[src/rtl/uart_io_nios2_qsys_oci_dct_packer.sv]
// ---------------------------------------------------------------------------
// uart_io_nios2_qsys_oci_dct_packer
//
// Packs SYM_W-bit OCI data-capture-trace symbols into a live accumulator
// (dct_buffer / dct_count). It commits the accumulator as a frame to a
// downstream sink when any of these happens:
//   - the accumulator is full,
//   - a flush is requested,
//   - the accumulator has been idle for TIMEOUT cycles.
//
// Ports
//   clk          : single rising-edge clock
//   reset_n      : synchronous active-low reset
//   sym_in       : trace symbol
//   sym_valid    : sym_in is valid
//   sym_ready    : the packer takes sym_in when sym_valid && sym_ready
//   flush_req    : level or pulse; asks for a partial buffer to be committed
//   dct_buffer   : live accumulator; slot k is bits [SYM_W*k +: SYM_W]
//   dct_count    : number of symbols in dct_buffer (0..NSYM)
//   frame_valid  : a committed frame is being offered
//   frame_ready  : the sink takes the frame when frame_valid && frame_ready
//   frame_buffer : committed buffer; unused slots read 0
//   frame_count  : number of symbols in the committed frame (1..NSYM)
//   frames_sent  : number of frames committed; wraps at 16 bits
//   busy         : accumulator non-empty, frame held, or flush pending
// ---------------------------------------------------------------------------
module uart_io_nios2_qsys_oci_dct_packer #(
    parameter int SYM_W   = 3,
    parameter int NSYM    = 10,
    parameter int TIMEOUT = 64
) (
    input  logic                  clk,
    input  logic                  reset_n,
    input  logic [SYM_W-1:0]      sym_in,
    input  logic                  sym_valid,
    output logic                  sym_ready,
    input  logic                  flush_req,
    output logic [SYM_W*NSYM-1:0] dct_buffer,
    output logic [3:0]            dct_count,
    output logic                  frame_valid,
    input  logic                  frame_ready,
    output logic [SYM_W*NSYM-1:0] frame_buffer,
    output logic [3:0]            frame_count,
    output logic [15:0]           frames_sent,
    output logic                  busy
);

    localparam int BUF_W = SYM_W * NSYM;
    localparam int IW    = (TIMEOUT > 0) ? $clog2(TIMEOUT + 1) : 1;

    typedef enum logic [1:0] {IDLE, FILL, HOLD} state_t;

    state_t           state_reg, state_next;
    logic [BUF_W-1:0] buf_reg, buf_next;
    logic [3:0]       cnt_reg, cnt_next;
    logic [3:0]       base_cnt;
    logic [IW-1:0]    idle_cnt_reg, idle_cnt_next;
    logic             flush_pend_reg, flush_pend_next;
    logic             frame_valid_reg;
    logic [BUF_W-1:0] frame_buf_reg;
    logic [3:0]       frame_cnt_reg;
    logic [15:0]      frames_sent_reg;

    logic             accept;
    logic             timeout_hit;
    logic             commit_req;
    logic             out_free;
    logic             commit;
    logic [NSYM-1:0]  slot_wr;

    // HOLD is exactly the full state, so readiness comes straight from a
    // register and never from frame_ready.
    assign sym_ready   = (state_reg != HOLD);
    assign accept      = sym_valid && sym_ready;
    assign timeout_hit = (TIMEOUT != 0) && (idle_cnt_reg == IW'(TIMEOUT));
    assign commit_req  = (cnt_reg == 4'(NSYM))
                       || (flush_pend_reg && (cnt_reg != 4'd0))
                       || timeout_hit;
    assign out_free    = !frame_valid_reg || frame_ready;
    assign commit      = commit_req && out_free;

    // A symbol accepted in the commit cycle starts the new buffer at slot 0.
    assign base_cnt = commit ? 4'd0 : cnt_reg;
    assign cnt_next = base_cnt + {3'd0, accept};

    generate
        for (genvar gi = 0; gi < NSYM; gi++) begin : g_slot
            assign slot_wr[gi] = accept && (base_cnt == 4'(gi));
            assign buf_next[gi*SYM_W +: SYM_W] =
                slot_wr[gi] ? sym_in :
                (commit ? '0 : buf_reg[gi*SYM_W +: SYM_W]);
        end
    endgenerate

    always_comb begin
        idle_cnt_next = idle_cnt_reg;
        if (accept || commit) begin
            idle_cnt_next = '0;
        end else if ((cnt_reg != 4'd0) && (idle_cnt_reg < IW'(TIMEOUT))) begin
            idle_cnt_next = idle_cnt_reg + 1'b1;
        end
    end

    // A flush against an empty accumulator with nothing arriving is dropped
    // rather than left pending, so it cannot produce an empty frame later.
    always_comb begin
        flush_pend_next = flush_pend_reg;
        if (commit) begin
            flush_pend_next = 1'b0;
        end else if ((flush_req || flush_pend_reg) && (cnt_reg == 4'd0) && !accept) begin
            flush_pend_next = 1'b0;
        end else if (flush_req) begin
            flush_pend_next = 1'b1;
        end
    end

    always_comb begin
        state_next = state_reg;
        if (cnt_next == 4'd0) begin
            state_next = IDLE;
        end else if (cnt_next == 4'(NSYM)) begin
            state_next = HOLD;
        end else begin
            state_next = FILL;
        end
    end

    always_ff @(posedge clk) begin
        if (!reset_n) begin
            state_reg       <= IDLE;
            buf_reg         <= '0;
            cnt_reg         <= '0;
            idle_cnt_reg    <= '0;
            flush_pend_reg  <= 1'b0;
            frame_valid_reg <= 1'b0;
            frame_buf_reg   <= '0;
            frame_cnt_reg   <= '0;
            frames_sent_reg <= '0;
        end else begin
            state_reg      <= state_next;
            buf_reg        <= buf_next;
            cnt_reg        <= cnt_next;
            idle_cnt_reg   <= idle_cnt_next;
            flush_pend_reg <= flush_pend_next;
            if (commit) begin
                frame_valid_reg <= 1'b1;
                frame_buf_reg   <= buf_reg;
                frame_cnt_reg   <= cnt_reg;
                frames_sent_reg <= frames_sent_reg + 16'd1;
            end else if (frame_valid_reg && frame_ready) begin
                frame_valid_reg <= 1'b0;
            end
        end
    end

    assign dct_buffer   = buf_reg;
    assign dct_count    = cnt_reg;
    assign frame_valid  = frame_valid_reg;
    assign frame_buffer = frame_buf_reg;
    assign frame_count  = frame_cnt_reg;
    assign frames_sent  = frames_sent_reg;
    assign busy         = (cnt_reg != 4'd0) || frame_valid_reg || flush_pend_reg;

endmodule
[config.mk]
export PLATFORM = sky130hd
export DESIGN_NAME = uart_io_nios2_qsys_oci_dct_packer
export DESIGN_NICKNAME = d
export VERILOG_FILES = /design/src/rtl/uart_io_nios2_qsys_oci_dct_packer.sv
export SDC_FILE = /design/constraint.sdc
export NUM_CORES = 1
export LEC_CHECK = 0
export ABC_AREA = 1
export BUFFER_PORTS_ARGS = -buffer_cell sky130_fd_sc_hd__buf_4
export CAP_MARGIN = 10
export CORE_MARGIN = 1
export CORE_UTILIZATION = 45
export CTS_CLUSTER_SIZE = 8
export DETAILED_ROUTE_END_ITERATION = 8
export PLACE_DENSITY = 0.67
export SLEW_MARGIN = 15
export SYNTH_ARGS = -nofsm -noshare
export SYNTH_HDL_FRONTEND = slang
export SYNTH_SLANG_ARGS = --single-unit
[constraint.sdc]
create_clock -name clk -period 3.1 [get_ports clk]
set_clock_uncertainty 0.2 [all_clocks]
set_input_delay 0.62 -clock clk [delete_from_list [all_inputs] [get_ports clk]]
set_output_delay 0.62 -clock clk [all_outputs]
set_load 0.02 [all_outputs]
==> results.yml <==
run_status:
  outcome: "complete, no violations"
grt:
  antenna_found_initial: 0
  grt_overflow_total: 0
  vias_in_the_first_global_route: 3477
  global_route_total_usage_across_every_layer: 0.2135
  grt_start_max_net_pins: 57
  grt_pass1_wl_mm: 16.53
sta:
  finalCritPeriodShare: 0.8698
  hold_violations: 0
  final.setup.tns_ns: 0
  timing.slew.headroom: 0.3498
  finalSetupViolCount: 0
  unrepaired_setup_endpoints_after_global_routing: "no"
  clock.fmax_ghz: 0.3709
  tightest_slew_ns: 0.9742
  timing.final.max_slew_violations: 0
  period_minus_slack_ns: 2.696
cells_and_area:
  final_common_cell: "sky130_fd_sc_hd__buf_4"
  final_util: 0.5739
  area_growth_syn_to_layout_pct: 23.80
  finalNonFillerCells: 755
  layout.cells.most_common_list: "sky130_fd_sc_hd__buf_4 (98), sky130_fd_sc_hd__dfxtp_1 (95), sky130_fd_sc_hd__nor2_1 (93), sky130_fd_sc_hd__nand2_1 (90), sky130_fd_sc_hd__inv_1 (68)"
  finalNetCount: 655
  antenna_cells: 0
  final_layout_size_suffix_gt1_frac: 0.1886
yosys:
  synth_edf_count: 0
  syn_area_sq_mm: 0.004043
  synth_nets: 573
  post_synthesis_compound_gate_area_fraction: 0.1489
  synth.ff_latch_count: 95
  avgSynthCellArea_sq_um: 7.219
  synth_area_leaders: "sky130_fd_sc_hd__dfxtp_1 (47%), sky130_fd_sc_hd__nor2_1 (8.6%), sky130_fd_sc_hd__nand2_1 (8.4%)"
  synth.mux.area_fraction: 0
  netlist-cell-type-count: 31
  synth-adder-area-share: 0.01548
  async_reset_ff_frac: 0
  yosysTopAreaCellShare: 0.4704
  synth.yosys.seq_area_share: 0.4704
  synth_top_family_by_area: "simple AND/OR/NAND/NOR gates"
  synthCells: 560
  ys.warnings.count: 0
  primary_ff_master_synth: "sky130_fd_sc_hd__dfxtp_1"
  synth_xor_xnor_area_share: 0.01950
  post_synth_top_area_cell: "sky130_fd_sc_hd__dfxtp_1"
  synth_simple_gate_area_share: 0.2498
clocking:
  cts.sink_count: 95
  clkTransAtPathRegs_ns: 0.09
  htreeDepth: 3
  postCtsSetupRepairBufs: 0
  post_cts_resize_count: 0
  cts_tree: "yes"
  cts.root.buffer_cell: "sky130_fd_sc_hd__clkbuf_8"
  clock_tree.buffer_depth: 2
  hold_buffers: 0
  tritoncts_buffers: 9
  clk_latency_ns: 0.35
floorplanning:
  boundaryPins: 95
  die_x_um: 96.78
  initial_utilization: 0.4636
  die_h_um: 96.78
  design.core.area_sq_mm: 0.008721
  die_area_sq_mm: 0.009366
  rows: 34
routing:
  drt_wl_total_mm: 9.781
  avgViaCountPerCell: 5.034
  dr.first_iter.drc_count: 171
  drt_first_pass_iters: 4
  routed-via-count: 3801
  post_route_drc_violation_count: 0
  drtAntennaViolNets: 0
  routed_wire_length_per_instance_um: 12.95
critical_path:
  path_class: "flip-flop to flip-flop"
  type_of_destination_of_the_critical_path: "flip-flop"
  worst_ep_required_time_ns: 3.17
  timing.critical_path.fanout_max: 37
  worst_setup_path_start_kind: "flip-flop"
  worst-endpoint-arrival_ns: 2.77
job:
  drv_cap: 0
placed_design:
  placedCellCount: 739
  gp_congestion: 0.8462
  port_buffers: 94
  post_dp_hpwl_mm: 7.068
worst_hold_path:
  min_path_type: "flip-flop to flip-flop"
pwr:
  fin_total_pwr_mw: 2.490
  static-leakage-power_nw: 2.221
  ir_worst_vdd_uv: 244.2
  power_per_cell_area_mw_per_mm2: 497.5
cell families (layout without fill, tap and decap cells):
family,after synthesis,after routing
compound gates,115,115
xor+xnor,9,9
simple gates,239,239
flops,95,95
buf+inv,97,184
fa+ha+maj,5,5
stage by stage:
step / setup slack (ns) / hold slack (ns) / area, sq um
3_5_place_dp: 0.4138 / 0.2650 / 4788
5_1_grt: 0.1177 / 0.3033 / 5005
4_1_cts: 0.3817 / 0.2864 / 5005
6_report: 0.4037 / 0.2848 / 5005
3_3_place_gp: 0.5233 / 0.2649 / 4788
2_1_floorplan: 0.7384 / 0.2697 / 4043
final timing paths:
path,startpoint,endpoint,slack [ns],depth (start not counted)
worst max register to register,idle_cnt_reg[0]$_SDFFE_PP0P_,state_reg[0]$_SDFF_PP0_,0.40,16
worst min register to register,dct_buffer[29]$_SDFFE_PN0P_,frame_buffer[29]$_SDFFE_PN0P_,0.28,2
worst min-delay path,dct_buffer[29]$_SDFFE_PN0P_,frame_buffer[29]$_SDFFE_PN0P_,0.28,2
worst max-delay path,idle_cnt_reg[0]$_SDFFE_PP0P_,state_reg[0]$_SDFF_PP0_,0.40,16
power by group:
part           internal (mW)  switching [mW]
clock                  0.441           0.421
combinational          0.117           0.211
sequential              1.27          0.0329
total                   1.82           0.665
critical path, cell delays in order (launching register included):
cell	delay [ns]
sky130_fd_sc_hd__dfxtp_1	0.38
sky130_fd_sc_hd__inv_1	0.07
sky130_fd_sc_hd__ha_1	0.19
sky130_fd_sc_hd__nand2_1	0.06
sky130_fd_sc_hd__inv_1	0.03
sky130_fd_sc_hd__nand3_1	0.08
sky130_fd_sc_hd__nand3_2	0.11
sky130_fd_sc_hd__nand2_4	0.30
sky130_fd_sc_hd__nand2_1	0.15
sky130_fd_sc_hd__inv_1	0.09
sky130_fd_sc_hd__ha_1	0.15
sky130_fd_sc_hd__nand2_1	0.06
sky130_fd_sc_hd__inv_1	0.08
sky130_fd_sc_hd__nand3_1	0.11
sky130_fd_sc_hd__o21ai_0	0.30
sky130_fd_sc_hd__nand2_1	0.10
sky130_fd_sc_hd__a21oi_1	0.14
synth_stat cells (3+ instances only):
master,n
sky130_fd_sc_hd__a21oi_1,52
sky130_fd_sc_hd__buf_2,10
sky130_fd_sc_hd__clkbuf_1,15
sky130_fd_sc_hd__dfxtp_1,95
sky130_fd_sc_hd__ha_1,5
sky130_fd_sc_hd__inv_1,68
sky130_fd_sc_hd__nand2_1,90
sky130_fd_sc_hd__nand3_1,30
sky130_fd_sc_hd__nand3_2,3
sky130_fd_sc_hd__nand4_1,8
sky130_fd_sc_hd__nor2_1,93
sky130_fd_sc_hd__nor3_1,7
sky130_fd_sc_hd__o21ai_0,52
sky130_fd_sc_hd__o41ai_1,5
sky130_fd_sc_hd__xor2_1,7
per-layer routing:
| metal | track usage | share of wire | vias up |
|---|---|---|---|
| li1 | - | - | 1963 |
| met1 | 0.2911 | 0.49 | 1731 |
| met2 | 0.3288 | 0.44 | 96 |
| met3 | 0.05780 | 0.060 | 11 |
| met4 | 0.06774 | 0.013 | 0 |
| met5 | 0 | 0 | - |
final cells by class:
class,count,area (sq um)
Inverter,70,262.8
Sequential cell,95,1902
Clock buffer,12,165.2
Clock inverter,4,51.30
Tap cell,108,135.1
Multi-Input combinational cell,368,1753
Fill cell,834,3716
Timing Repair Buffer,98,735.7
(Power assumes the default switching activity.)
